===== src/rtl/cpu_ctrl_pkg.sv =====
// Shared types and sizing for the accumulator CPU host-side control path.
// INSTR_W/PC_W are the core's defaults; the instruction ROM and PC size from these too.
package cpu_ctrl_pkg;
  localparam int INSTR_W = 9;
  localparam int PC_W    = 12;

  typedef enum logic [2:0] {
    S_IDLE,
    S_LOAD,
    S_CORE_RST,
    S_RUN,
    S_DONE
  } ctrl_state_t;
endpackage


===== src/rtl/sat_counter.sv =====
// Up-counter with synchronous clear that sticks at all-ones instead of wrapping.
module sat_counter #(
  parameter int CNT_W = 32
) (
  input  logic             clk,
  input  logic             rst_n,
  input  logic             i_clr,
  input  logic             i_en,
  output logic [CNT_W-1:0] o_cnt
);
  logic [CNT_W-1:0] r_cnt;

  always_ff @(posedge clk or negedge rst_n) begin
    if (!rst_n)
      r_cnt <= '0;
    else if (i_clr)
      r_cnt <= '0;
    else if (i_en && (r_cnt != '1))
      r_cnt <= r_cnt + 1'b1;
  end

  assign o_cnt = r_cnt;
endmodule


===== src/rtl/cpu_run_ctrl.sv =====
// Host sequencer for the accumulator core: streams a program into instruction memory,
// holds the core in reset, pulses req, then times the run until done or timeout.
module cpu_run_ctrl
  import cpu_ctrl_pkg::ctrl_state_t, cpu_ctrl_pkg::S_IDLE, cpu_ctrl_pkg::S_LOAD,
         cpu_ctrl_pkg::S_CORE_RST, cpu_ctrl_pkg::S_RUN, cpu_ctrl_pkg::S_DONE;
#(
  parameter int INSTR_W    = cpu_ctrl_pkg::INSTR_W,
  parameter int PC_W       = cpu_ctrl_pkg::PC_W,
  parameter int CNT_W      = 32,
  parameter int RST_CYCLES = 2,
  parameter int MAX_CYCLES = 1_000_000
) (
  input  logic               clk,
  input  logic               reset,
  input  logic               load_valid,
  output logic               load_ready,
  input  logic [INSTR_W-1:0] load_data,
  input  logic               load_last,
  input  logic               start,
  input  logic               core_done,
  output logic               imem_we,
  output logic [PC_W-1:0]    imem_addr,
  output logic [INSTR_W-1:0] imem_wdata,
  output logic               core_reset,
  output logic               core_req,
  output logic               busy,
  output logic               run_done,
  output logic               timed_out,
  output logic [CNT_W-1:0]   cycle_count,
  output logic [PC_W:0]      prog_len
);
  localparam int RC_W = (RST_CYCLES > 1) ? $clog2(RST_CYCLES) : 1;

  ctrl_state_t        r_state;
  logic [PC_W:0]      r_wr_ptr;
  logic [PC_W:0]      r_prog_len;
  logic               r_imem_we;
  logic [PC_W-1:0]    r_imem_addr;
  logic [INSTR_W-1:0] r_imem_wdata;
  logic               r_run_done;
  logic               r_timed_out;
  logic               r_req_pend;
  logic [RC_W-1:0]    r_rst_cnt;

  logic               w_accept;
  logic               w_in_load;
  logic [PC_W:0]      w_base;
  logic               w_last_beat;
  logic               w_start_ok;
  logic               w_to_hit;
  logic               w_cnt_en;
  logic [CNT_W-1:0]   w_cycle_count;

  // A beat arriving in IDLE/DONE always starts a fresh program at address 0.
  assign w_accept    = load_valid && load_ready;
  assign w_in_load   = (r_state == S_LOAD);
  assign w_base      = w_in_load ? r_wr_ptr : '0;
  assign w_last_beat = load_last || (w_base[PC_W-1:0] == '1);
  assign w_start_ok  = start && !w_accept && (r_prog_len != '0) &&
                       ((r_state == S_IDLE) || (r_state == S_DONE));
  assign w_to_hit    = (MAX_CYCLES != 0) && (w_cycle_count == CNT_W'(MAX_CYCLES - 1));
  assign w_cnt_en    = (r_state == S_RUN) && !core_done && !w_to_hit;

  sat_counter #(.CNT_W(CNT_W)) u_cycle_cnt (
    .clk   (clk),
    .rst_n (reset),
    .i_clr (w_start_ok),
    .i_en  (w_cnt_en),
    .o_cnt (w_cycle_count)
  );

  always_ff @(posedge clk or negedge reset) begin
    if (!reset) begin
      r_state      <= S_IDLE;
      r_wr_ptr     <= '0;
      r_prog_len   <= '0;
      r_imem_we    <= 1'b0;
      r_imem_addr  <= '0;
      r_imem_wdata <= '0;
      r_run_done   <= 1'b0;
      r_timed_out  <= 1'b0;
      r_req_pend   <= 1'b0;
      r_rst_cnt    <= '0;
    end else begin
      r_imem_we <= w_accept;
      if (w_accept) begin
        r_imem_addr  <= w_base[PC_W-1:0];
        r_imem_wdata <= load_data;
        r_wr_ptr     <= w_base + (PC_W+1)'(1);
        if (w_last_beat) begin
          r_prog_len <= w_base + (PC_W+1)'(1);
          r_state    <= S_IDLE;
        end else begin
          if (!w_in_load)
            r_prog_len <= '0;
          r_state <= S_LOAD;
        end
      end else if (w_start_ok) begin
        // Rewinding the write pointer reopens loading after a full-depth program.
        r_run_done  <= 1'b0;
        r_timed_out <= 1'b0;
        r_wr_ptr    <= '0;
        r_rst_cnt   <= '0;
        r_state     <= S_CORE_RST;
      end else begin
        case (r_state)
          S_CORE_RST: begin
            if (r_rst_cnt == RC_W'(RST_CYCLES - 1)) begin
              r_req_pend <= 1'b1;
              r_state    <= S_RUN;
            end else begin
              r_rst_cnt <= r_rst_cnt + 1'b1;
            end
          end
          S_RUN: begin
            r_req_pend <= 1'b0;
            if (core_done) begin
              r_run_done <= 1'b1;
              r_state    <= S_DONE;
            end else if (w_to_hit) begin
              r_timed_out <= 1'b1;
              r_state     <= S_DONE;
            end
          end
          default: ;
        endcase
      end
    end
  end

  always_comb begin
    load_ready = 1'b0;
    busy       = 1'b0;
    core_reset = 1'b1;
    core_req   = 1'b0;
    case (r_state)
      S_IDLE:     load_ready = !r_wr_ptr[PC_W];
      S_LOAD: begin
        load_ready = !r_wr_ptr[PC_W];
        busy       = 1'b1;
      end
      S_CORE_RST: busy = 1'b1;
      S_RUN: begin
        busy       = 1'b1;
        core_reset = 1'b0;
        core_req   = r_req_pend;
      end
      S_DONE: begin
        load_ready = !r_wr_ptr[PC_W];
        core_reset = r_timed_out;
      end
      default: ;
    endcase
  end

  assign imem_we     = r_imem_we;
  assign imem_addr   = r_imem_addr;
  assign imem_wdata  = r_imem_wdata;
  assign run_done    = r_run_done;
  assign timed_out   = r_timed_out;
  assign cycle_count = w_cycle_count;
  assign prog_len    = r_prog_len;
endmodule


===== config.mk =====
export PLATFORM = sky130hd
export DESIGN_NAME = cpu_run_ctrl
export DESIGN_NICKNAME = d
export VERILOG_FILES = /design/src/rtl/cpu_ctrl_pkg.sv /design/src/rtl/sat_counter.sv /design/src/rtl/cpu_run_ctrl.sv
export SDC_FILE = /design/constraint.sdc
export NUM_CORES = 1
export LEC_CHECK = 0
export BUFFER_PORTS_ARGS = -buffer_cell sky130_fd_sc_hd__buf_4
export CAP_MARGIN = 20
export CELL_PAD_IN_SITES_DETAIL_PLACEMENT = 1
export CELL_PAD_IN_SITES_GLOBAL_PLACEMENT = 1
export CORE_UTILIZATION = 30
export CTS_BUF_LIST = sky130_fd_sc_hd__clkbuf_2 sky130_fd_sc_hd__clkbuf_4 sky130_fd_sc_hd__clkbuf_8
export DETAILED_ROUTE_END_ITERATION = 8
export HOLD_SLACK_MARGIN = 0.02
export PLACE_DENSITY = 0.57
export SLEW_MARGIN = 0
export SYNTH_ARGS = -nofsm -noshare
export SYNTH_HDL_FRONTEND = slang
export SYNTH_SLANG_ARGS = --single-unit

===== constraint.sdc =====
create_clock -name clk -period 9.3 [get_ports clk]
set_clock_uncertainty 0.2 [all_clocks]
set_input_delay 0.93 -clock clk [delete_from_list [all_inputs] [get_ports clk]]
set_output_delay 0.93 -clock clk [all_outputs]
set_load 0.02 [all_outputs]

Yosys cells after proc, flatten, opt, wreduce, memory -nomap -nowiden
Cells that the tools add are included.

Equality and inequality tests: 12. Multiplexer cells: 30. Add/sub/neg operators: 3. Bitwise gates (word level): 2. Reductions and logical operators: 31.

Operator list (count): $mux 13 (5); $mux 32 (2); $add 32x1->32 const B (1); $eq 32x20->1 const B (1); $ne 32x32->1 const B (1); $mux 1 (15); $mux 3 (5); $reduce_bool 2->1 (7); $add 13x1->13 const B (1); $reduce_bool 13->1 (1); $eq 12x12->1 const B (1); $reduce_and 4->1 (2); $logic_and 1x1->1 (7); $eq 3x2->1 const B (2); $pmux 3 s2 (1); $reduce_and 3->1 (2); $reduce_or 3->1 (2); $ne 5x4->1 const B (1); $logic_not 1->1 (4); $ne 2x1->1 const B (2); $ne 4x3->1 const B (1); $pmux 1 s2 (2); $reduce_and 2->1 (2); $reduce_bool 4->1 (1); other kinds (7) (9).

Output and inout port bits: 73. Flip-flop bits (word level): 87. Logic and storage cells: 89. Input port bits: 15.

Logic depth before layout (Yosys ltp)
Gate-level depths: netlist (run 1).

Depth after elaboration: 10. Mapped depth: 12. Depth with buffers taken out: 9.

Modules after synthesis
A second synthesis (run 1) with hierarchy kept.

Cell total of the unflattened synthesis: 468. Area total of the unflattened synthesis: 4494.3 µm².

By module, submodules not included: cpu_run_ctrl (cells each 270, times used 1, seq. area each 1376.3 µm², area an instance 2640.0 µm²); sat_counter (cells each 198, times used 1, seq. area each 800.8 µm², area an instance 1854.3 µm²).

Worst setup path after synthesis (run 1)
OpenSTA, ideal clock, no wires.

Path type: register to register. Start point: register r_state[2]. End point: register r_state[0]. Setup time: 125 ps. Cell stages (with the launch flop): 12. Slack: 6080 ps. Clock period less this slack: 3220 ps. Buffers on the path: 2. Required time: 8975 ps. Arrival time: 2895 ps. Cells stage by stage: dfrtp_1 -> buf_2 -> nor3b_1 -> clkbuf_1 -> and2_1 -> ha_1 -> nand3_1 -> nor4_4 -> a31o_4 -> and2_4 -> nor4_1 -> mux2_2.

Elaborated cells between the ends (all ways): 24. Those cells by class: eq/ne: 7; mux: 6; reduce/logical: 11.

RTL lines: start: declaration (RTL line cpu_run_ctrl.sv:34) `ctrl_state_t r_state;`; start signal: assignment (RTL line cpu_run_ctrl.sv:74) `r_state <= S_IDLE;`; start signal: assignment (RTL line cpu_run_ctrl.sv:92) `r_state <= S_IDLE;`; start signal: assignment (RTL line cpu_run_ctrl.sv:96) `r_state <= S_LOAD;`; $eq 3x1->1 (RTL line cpu_run_ctrl.sv:56) `assign w_in_load = (r_state == S_LOAD);`; $mux 13 (RTL line cpu_run_ctrl.sv:57) `assign w_base = w_in_load ? r_wr_ptr : '0;`; via w_base[0] (RTL line cpu_run_ctrl.sv:47) `logic [PC_W:0] w_base;`; $eq 12x12->1 (RTL line cpu_run_ctrl.sv:58) `assign w_last_beat = load_last || (w_base[PC_W-1:0] == '1);`; $logic_or 1x1->1 (RTL line cpu_run_ctrl.sv:58); $mux 1 (RTL line cpu_run_ctrl.sv:90) `if (w_last_beat) begin`; $mux 3 (RTL line cpu_run_ctrl.sv:86) `if (w_accept) begin`.

The timed path passes the listed nets, and every way through them passes these cells. A chain may end at the register's enable or synchronous reset.

Worst setup path in the final report (run 1)
Start point: register r_state[0]. End point: register r_state[0].

The elaborated chain is that of the path after synthesis.

==> out/results.ini, run 1 <==
[layout]
fillers = 1625
diodes = 0
drive_above_1_share = 0.223
finalNetCount = 559
layout_common_cells = buf_4 (91), nand2_1 (87), dfrtp_1 (87), nor2_1 (48), o21ai_0 (35)
syn_to_final_growth_pct = 23.8
final_area_um2 = 5320
final_common_cell = buf_4

[critical_path]
cp-start-kind = flip-flop
crit_path_end_kind = flip-flop
crit_path_end = r_state[0]$_DFFE_PN0P_
r2r-end = r_state[0]$_DFFE_PN0P_
path_class = reg2reg
cp.required_ps = 9360
r2r-start = r_state[0]$_DFFE_PN0P_
r2r_cells = 10
critPathMaxFanout = 16
crit_arrival_ps = 3210
startpoint = r_state[0]$_DFFE_PN0P_
r2r_slack_ps = 6150

[power]
p_seq_frac = 0.419
power_density_nw_per_um2 = 214
leakage_nw = 2.43
p_int_w = 0.000715
p_switching_w = 0.000424
swShare = 0.372
power_frac_comb = 0.321
vdd_ir_drop_max_mv = 0.0901
clockPowerShare = 0.260

[floorplanning]
chipHeight_um = 122
core_um2 = 13900
initial_core_util = 0.308
die_x_um = 122
io_pins = 88
die_area_um2 = 14800
num_rows = 43

[clocking]
root_buffer = clkbuf_8
cts_resized = 0
cts_tree = built
cts.sinks = 87
cts_buffers = 9
cts_setup_buffers = 0
insertion_delay_ps = 370
htreeDepth = 3
clockBufferDepth = 2
cts_hold_buf = 0
clkTransAtPathRegs_ps = 90

[synthesis]
synth_area_per_cell_um2 = 9.30
yosys-mux-area-fraction = 0.0125
synth_cell_types = 55
ys_seq_area_frac = 0.507
synth_ff_type = dfrtp_1
synth_seq_cells = 87
synth_edf_count = 0
yosys_warnings = 0
syn-cell-area_um2 = 4300
yosys.area_share.adder = 0.00583
async_flop_share = 1.00
synth_cells = 462
yosys.area_share.simple = 0.283
synth_compound_area_frac = 0.100
synth_top_family_by_area = simple AND/OR/NAND/NOR gates
synth_nets = 479
synth-xor-area-share = 0.0632

[timing]
drv_slew = 0
fin_ws_ps = 6150
relSlewSlack = 0.418
finalHoldViolations = 0
timing.final.crit_share = 0.338
final-setup-viol-count = 0
worst_slew_pin_slew_ps = 865
fin_tns_setup_ps = 0
layout_min_cycle_time_ps = 3150
fmax_ghz = 0.318
rsz0062_at_grt = false
whs_ps = 292

[detailed_routing]
wl_per_cell_um = 17.1
ant_nets = 0
wirelength_mm = 12.5
firstDrtPassIters = 7
vias = 3709
drc = 0
drtIter0Drc = 178
vias_per_cell = 5.10

[min_path]
hp-start = imem_wdata[3]$_DFFE_PN0P_
hp-class = reg2reg

[placed_design]
port_buffers = 87
dp_hpwl_mm = 8.86
dpl_cell_area_um2 = 5100
place_ws_ps = 5770
place.gp.congestion = 0.752

[global_route]
gr-usage-all-layers = 0.180
grt_pass1_vias = 3695
grt_pass1_wl_mm = 20.2
grt_antenna_before_repair = 0
grt_overflow_total = 0
grt_max_degree = 49

[status]
status = finished clean

[job]
cap_violations = 0

[cells by family (layout without fill, tap and decap cells)]
family | Yosys count | in the layout
AO/OA/AOI/OAI | 69 | 69
XOR/XNOR | 31 | 31
adder cells (fa/ha/maj) | 2 | 2
buffers and inverters | 26 | 111
flip-flops | 87 | 87
multiplexers | 5 | 5
AND/OR/NAND/NOR | 242 | 242
[power by group through the flow]
stage | clock network, W | registers [W] | logic, W
3_5_place_dp | 0 | 0.000486 | 0.000372
6_report | 0.000296 | 0.000477 | 0.000365
3_3_place_gp | 0 | 0.000484 | 0.000368
4_1_cts | 0.000311 | 0.000479 | 0.000373
5_1_grt | 0.000324 | 0.000486 | 0.000404
2_1_floorplan | 0 | 0.000513 | 0.000198
[through the flow]
step | cells | total power (W) | utilization
floorplan | 462 | 0.000711 | -
global placement | 711 | 0.000852 | 0.366
detailed placement | 711 | 0.000858 | 0.366
CTS | 727 | 0.00116 | 0.382
global route | 727 | 0.00121 | 0.382
finish | 727 | 0.00114 | 0.382
[Yosys cell counts (4+ instances only)]
cell      instances  area (um2)
o21ai_0          35         175
and3_1            8        50.1
a22o_1            4        35.0
buf_2             6        30.0
xnor2_1          22         193
a21oi_1          10        50.1
nor4_1            9        56.3
nor4b_1           6        52.6
and2_1            4        25.0
nor3_1           18        90.1
or3_1             4        25.0
clkbuf_1         13        48.8
nand4_1          12        75.1
dfrtp_1          87        2180
nand3_1          24         120
nor2_1           48         180
nand2_1          87         327
inv_1             4        15.0
xor2_1            9        78.8
[routing by layer]
metal,share of wire,global-route usage
met2,0.48,0.292
met1,0.47,0.236
met3,0.040,0.0482
met4,0.0087,0.0486
met5,0,0
[registers in the layout, summed over array words and instances (netlist names)]
name	cells
u_cycle_cnt.o_cnt	32
r_rst_cnt	1
r_state	3
imem_wdata	9
r_wr_ptr	13
imem_we	1
prog_len	13
r_req_pend	1
imem_addr	12
run_done	1
timed_out	1
[worst max-delay path, cell delays in order, from the launching register on]
cell     delay, ps
dfrtp_1        490
nor3b_1        220
buf_4          250
and2_1         190
ha_1           240
nand3_1        240
nor4_4         450
a31o_4         260
and2_4         170
nor4_1          50
mux2_2         270
[final cells by class]
cell class | count | area (um2) | area share
multi-input cells | 349 | 2000 | 0.376
well taps | 180 | 225 | 0.0424
flip-flops and latches | 87 | 2180 | 0.409
clock inverters | 7 | 96.3 | 0.0181
repair buffers | 91 | 683 | 0.128
clock buffers | 9 | 124 | 0.0233
inverters | 4 | 15.0 | 0.00282
[how the worst min path moves through the flow]
stage,endpoint,depth (start not counted)
6_report,imem_wdata[3]$_DFFE_PN0P_,2
5_1_grt,imem_wdata[3]$_DFFE_PN0P_,2
4_1_cts,imem_wdata[3]$_DFFE_PN0P_,2
3_5_place_dp,imem_wdata[3]$_DFFE_PN0P_,2
3_3_place_gp,imem_wdata[8]$_DFFE_PN0P_,2
2_1_floorplan,r_wr_ptr[12]$_DFFE_PN0P_,2
Note: power is estimated with default switching activity, not from simulation.
==> run 2, diff against run 1 <==
--- a/config.mk
+++ b/config.mk
@@ -13,7 +13,7 @@
 export CTS_BUF_LIST = sky130_fd_sc_hd__clkbuf_2 sky130_fd_sc_hd__clkbuf_4 sky130_fd_sc_hd__clkbuf_8
 export DETAILED_ROUTE_END_ITERATION = 8
 export HOLD_SLACK_MARGIN = 0.02
-export PLACE_DENSITY = 0.57
+export PLACE_DENSITY = 0.59
 export SLEW_MARGIN = 0
 export SYNTH_ARGS = -nofsm -noshare
 export SYNTH_HDL_FRONTEND = slang
==> constraint.sdc (replaced) <==
create_clock -name clk -period 2.8 [get_ports clk]
set_clock_uncertainty 0.2 [all_clocks]
set_input_delay 0.28 -clock clk [delete_from_list [all_inputs] [get_ports clk]]
set_output_delay 0.28 -clock clk [all_outputs]
set_load 0.02 [all_outputs]
==> out/results.ini, run 2 (same netlist as run 1, synthesis figures left out) <==
[min_path]
hold_end = prog_len[0]$_DFFE_PN0P_
whs_path_depth = 3
hp-class = in2reg
hp-start = load_last

[critical_path]
r2r-end = u_cycle_cnt.o_cnt[30]$_DFFE_PN0P_
path_cells = buf_4, and3b_2, and2b_1, o21ai_2, buf_4, or2_1, or3_1, a21oi_1
path_class = reg2reg
cp.required_ps = 2900
cpPeakStageDelay_ps = 420
r2r_cells = 8
critPathMaxFanout = 19
cp.buffers_inverters = 2
crit_path_top_delay_cell = dfrtp_1
r2r-start = r_state[2]$_DFFE_PN0P_
critPathTopFamily = simple AND/OR/NAND/NOR gates
path_common_cell = buf_4
r2r_slack_ps = 150
crit_arrival_ps = 2750
crit_path_end_kind = flip-flop
cp-start-kind = flip-flop

[floorplanning]
io_pins = 88
chipHeight_um = 122
die_area_um2 = 14800
die_x_um = 122
core_um2 = 13900
initial_core_util = 0.308
num_rows = 43

[layout]
largest_reg_flops = 32
final_common_cell = buf_4
drive_above_1_share = 0.247
layout_common_cells = buf_4 (108), nand2_1 (87), dfrtp_1 (87), nor2_1 (48), o21ai_0 (35)
finalNetCount = 588
syn_to_final_growth_pct = 29.4
seqCellArea_um2 = 2180
fin_util = 0.399
fillers = 1633
instances_no_fill = 755
multi_input_area_um2 = 2030
diodes = 0

[timing]
worst_slew_pin_slew_ps = 625
layout_min_cycle_time_ps = 2650
finalHoldViolations = 0
drv_slew = 0
rsz0062_at_grt = false
final-setup-viol-count = 0
fin_tns_setup_ps = 0
relSlewSlack = 0.583
fmax_ghz = 0.377
timing.final.crit_share = 0.947

[power]
finalPower_w = 0.00373
leakage_nw = 2.56
power_density_nw_per_um2 = 671
vdd_ir_drop_max_mv = 0.302

[global_route]
grt_overflow_total = 0
grt_pass1_wl_mm = 21.9
grt_max_degree = 46
gr-usage-all-layers = 0.195
grt_pass1_vias = 4003
grt_antenna_before_repair = 0

[detailed_routing]
vias = 3855
vias_per_cell = 5.11
drc = 0
ant_nets = 0
wirelength_mm = 13.2
firstDrtPassIters = 4
wl_per_cell_um = 17.5
drtIter0Drc = 259

[clocking]
cts.sinks = 87
cts_setup_buffers = 0
insertion_delay_ps = 380
cts_tree = built
cts_buffers = 9
root_buffer = clkbuf_8
clockBufferDepth = 2
htreeDepth = 3
clkTransAtPathRegs_ps = 90

[job]
cap_violations = 0

[placed_design]
dp.cells = 729
dp_hpwl_mm = 9.56
place.gp.congestion = 0.758
port_buffers = 87

[status]
status = finished clean

[run 2: cell types whose count changed in the layout (fill, tap and decap cells not counted), sizes merged]
cell	previous run	this run
clkinv	1	3
dlygate4sd3	0	11
clkbuf	9	11
bufinv	2	0
buf	91	109
clkinvlp	3	1
inv	5	4
[run 2: stage by stage]
stage / hold WS (ps) / instance area, um2 / setup slack [ps]
floorplan: -216 / 4340 / 22.2
global placement: 146 / 5280 / 254
detailed placement: 140 / 5280 / 156
CTS: 47.3 / 5560 / 137
global route: 62.0 / 5560 / 11.4
finish: 64.1 / 5560 / 147
[run 2: worst max-delay path by stage]
stage,startpoint,slack (ps),to,cells after the start
2_1_floorplan,r_state[2]$_DFFE_PN0P_,20,r_state[0]$_DFFE_PN0P_,11
3_3_place_gp,r_state[2]$_DFFE_PN0P_,250,u_cycle_cnt.o_cnt[10]$_DFFE_PN0P_,8
3_5_place_dp,r_state[2]$_DFFE_PN0P_,160,u_cycle_cnt.o_cnt[10]$_DFFE_PN0P_,8
4_1_cts,r_state[2]$_DFFE_PN0P_,140,u_cycle_cnt.o_cnt[10]$_DFFE_PN0P_,8
5_1_grt,r_state[1]$_DFFE_PN0P_,10,r_state[0]$_DFFE_PN0P_,9
6_report,r_state[2]$_DFFE_PN0P_,150,u_cycle_cnt.o_cnt[30]$_DFFE_PN0P_,8
[run 2: metal layers]
layer / track usage / wire (um) / vias to the layer above
li1: - / - / 1837
met1: 0.269 / 6370 / 1936
met2: 0.300 / 6180 / 63
met3: 0.0276 / 373 / 19
met4: 0.0903 / 296 / 0
met5: 0 / 0 / -
[run 2: area by class of cell]
type | instances | share of cell area
repair buffers | 120 | 0.169
flip-flops and latches | 87 | 0.392
inverters | 4 | 0.00270
multi-input cells | 349 | 0.366
clock buffers | 11 | 0.0261
clock inverters | 4 | 0.00405
well taps | 180 | 0.0405
[run 2: tightest hold or removal path: stages]
cell and delay [ps]:
buf_4 100, a31o_4 130, a311oi_1 100
[run 2: power breakdown]
part | switching (W) | internal [W] | leakage, nW
clock | 0.000461 | 0.000348 | 0.0884
combinational | 0.000834 | 0.000528 | 1.30
sequential | 0.000135 | 0.00142 | 1.17
total | 0.00143 | 0.00230 | 2.56
[run 2: timing repair]
action	4_1_cts	5_1_grt
endpoints found under the setup margin	0	1
hold buffers	11	0
hold endpoints to repair	54	0
resized for setup	0	1
==> run 3, diff against run 2 <==
--- a/config.mk
+++ b/config.mk
@@ -8,12 +8,12 @@
 export BUFFER_PORTS_ARGS = -buffer_cell sky130_fd_sc_hd__buf_4
 export CAP_MARGIN = 20
 export CELL_PAD_IN_SITES_DETAIL_PLACEMENT = 1
-export CELL_PAD_IN_SITES_GLOBAL_PLACEMENT = 1
+export CELL_PAD_IN_SITES_GLOBAL_PLACEMENT = 2
 export CORE_UTILIZATION = 30
 export CTS_BUF_LIST = sky130_fd_sc_hd__clkbuf_2 sky130_fd_sc_hd__clkbuf_4 sky130_fd_sc_hd__clkbuf_8
 export DETAILED_ROUTE_END_ITERATION = 8
 export HOLD_SLACK_MARGIN = 0.02
-export PLACE_DENSITY = 0.59
+export PLACE_DENSITY = 0.72
 export SLEW_MARGIN = 0
 export SYNTH_ARGS = -nofsm -noshare
 export SYNTH_HDL_FRONTEND = slang
==> out/results.ini, run 3 (same netlist as run 1, synthesis figures left out) <==
[critical_path]
critPathTopFamily = simple AND/OR/NAND/NOR gates
crit_path_end_kind = flip-flop
crit_path_top_delay_cell = dfrtp_1
cp-start-kind = flip-flop
path_class = reg2reg
crit_arrival_ps = 2690
cp.required_ps = 2870
critPathMaxFanout = 6
cp.buffers_inverters = 0
cpPeakStageDelay_ps = 420
path_cells = nor3b_4, and2_1, ha_4, nand3_4, nor4_4, a31o_4, and2_4, nor4_1, mux2_2

[placed_design]
port_buffers = 87
dp_hpwl_mm = 9.56
place.gp.congestion = 0.765

[layout]
fillers = 1616
multi_input_area_um2 = 2040
largest_reg_flops = 32
diodes = 0
seqCellArea_um2 = 2180
layout_common_cells = buf_4 (112), nand2_1 (87), dfrtp_1 (87), nor2_1 (47), o21ai_0 (35)
syn_to_final_growth_pct = 32.0
finalNetCount = 592
drive_above_1_share = 0.255
final_common_cell = buf_4

[global_route]
grt_pass1_wl_mm = 21.5
grt_max_degree = 50
grt_pass1_vias = 3946
grt_antenna_before_repair = 0
grt_overflow_total = 0
gr-usage-all-layers = 0.192

[clocking]
insertion_delay_ps = 380
cts_tree = built
root_buffer = clkbuf_8
cts_setup_buffers = 0
clkTransAtPathRegs_ps = 90
cts.sinks = 87
cts_buffers = 9
clockBufferDepth = 2
htreeDepth = 3

[timing]
timing.final.crit_share = 0.936
finalHoldViolations = 0
fmax_ghz = 0.382
whs_ps = 64.6
worst_slew_pin_slew_ps = 565
relSlewSlack = 0.623
drv_slew = 0
fin_tns_setup_ps = 0
layout_min_cycle_time_ps = 2620
rsz0062_at_grt = false
final-setup-viol-count = 0

[detailed_routing]
vias_per_cell = 5.05
drc = 0
wirelength_mm = 13.1
ant_nets = 0
vias = 3839
drtIter0Drc = 149
wl_per_cell_um = 17.3
firstDrtPassIters = 4

[job]
cap_violations = 0

[power]
power_density_nw_per_um2 = 708
vdd_ir_drop_max_mv = 0.274
leakage_nw = 2.62

[floorplanning]
io_pins = 88
core_um2 = 13900
initial_core_util = 0.308
die_area_um2 = 14800
num_rows = 43
chipHeight_um = 122
die_x_um = 122

[status]
status = finished clean

[min_path]
hp-class = in2reg

==> run 3: cell types whose count changed in the layout (fill, tap and decap cells not counted) <==
cell / before / now
o311ai_1: 1 / 0
buf_4: 108 / 112
o311ai_0: 0 / 1
nor2_2: 0 / 1
clkinv_2: 3 / 0
bufinv_16: 0 / 2
nor2_1: 48 / 47
clkbuf_8: 10 / 13
clkinvlp_4: 1 / 0
==> run 3: layout make-up <==
type                    count  share of cell area
repair buffers            124               0.171
flip-flops and latches     87               0.384
clock buffers              14              0.0329
well taps                 180              0.0397
multi-input cells         349               0.359
clock inverters             2              0.0106
inverters                   4             0.00265
==> run 3: through the flow <==
stage	setup WS, ps	utilization	cell area (um2)	std cells	total power, W
after floorplan	22.2	-	4340	462	0.00240
after global placement	188	0.381	5310	733	0.00292
after detailed placement	138	0.381	5310	733	0.00295
after CTS	121	0.407	5670	760	0.00407
after global routing	1.06	0.407	5670	760	0.00425
final	180	0.407	5670	760	0.00401
==> run 3: worst register-to-register path: cells and delay by family, from the launching register on <==
kind	cells	cell delay, ps
DFF	1	420
muxes	1	270
and+or+nand+nor	6	1210
adders and majority gates	1	190
AOI/OAI and AO/OA	1	230
==> run 3: what timing repair did <==
action | in CTS | in global routing
endpoints found under the setup margin | 0 | 3
hold buffers | 11 | 0
hold endpoints to repair | 48 | 0
gates resized for setup | 0 | 1
==> run 3: per-layer routing <==
layer  GRT usage  vias to the layer above  wire length [um]
met5           0                        -                 0
met4      0.0864                        0               303
met3      0.0257                       21               348
met2       0.298                       69              6140
met1       0.266                     1897              6360
li1            -                     1852                 -
==> run 3: power by group <==
| group | internal [W] | leakage (nW) | switching (W) |
|---|---|---|---|
| logic | 0.000534 | 1.32 | 0.000829 |
| clock network | 0.000611 | 0.126 | 0.000481 |
| registers | 0.00142 | 1.17 | 0.000133 |
| total | 0.00257 | 2.62 | 0.00144 |
==> run 3: path summary, 6_finish.rpt <==
check | from | to | slack, ps | depth (start not counted)
max | r_state[1]$_DFFE_PN0P_ | r_state[0]$_DFFE_PN0P_ | 180 | 9
min | load_last | prog_len[0]$_DFFE_PN0P_ | 60 | 3
max reg2reg | r_state[1]$_DFFE_PN0P_ | r_state[0]$_DFFE_PN0P_ | 180 | 9
min reg2reg | imem_wdata[0]$_DFFE_PN0P_ | imem_wdata[0]$_DFFE_PN0P_ | 280 | 2
max in group asynchronous | reset | u_cycle_cnt.o_cnt[0]$_DFFE_PN0P_ | 1510 | 3
min in group asynchronous | reset | prog_len[10]$_DFFE_PN0P_ | 220 | 2
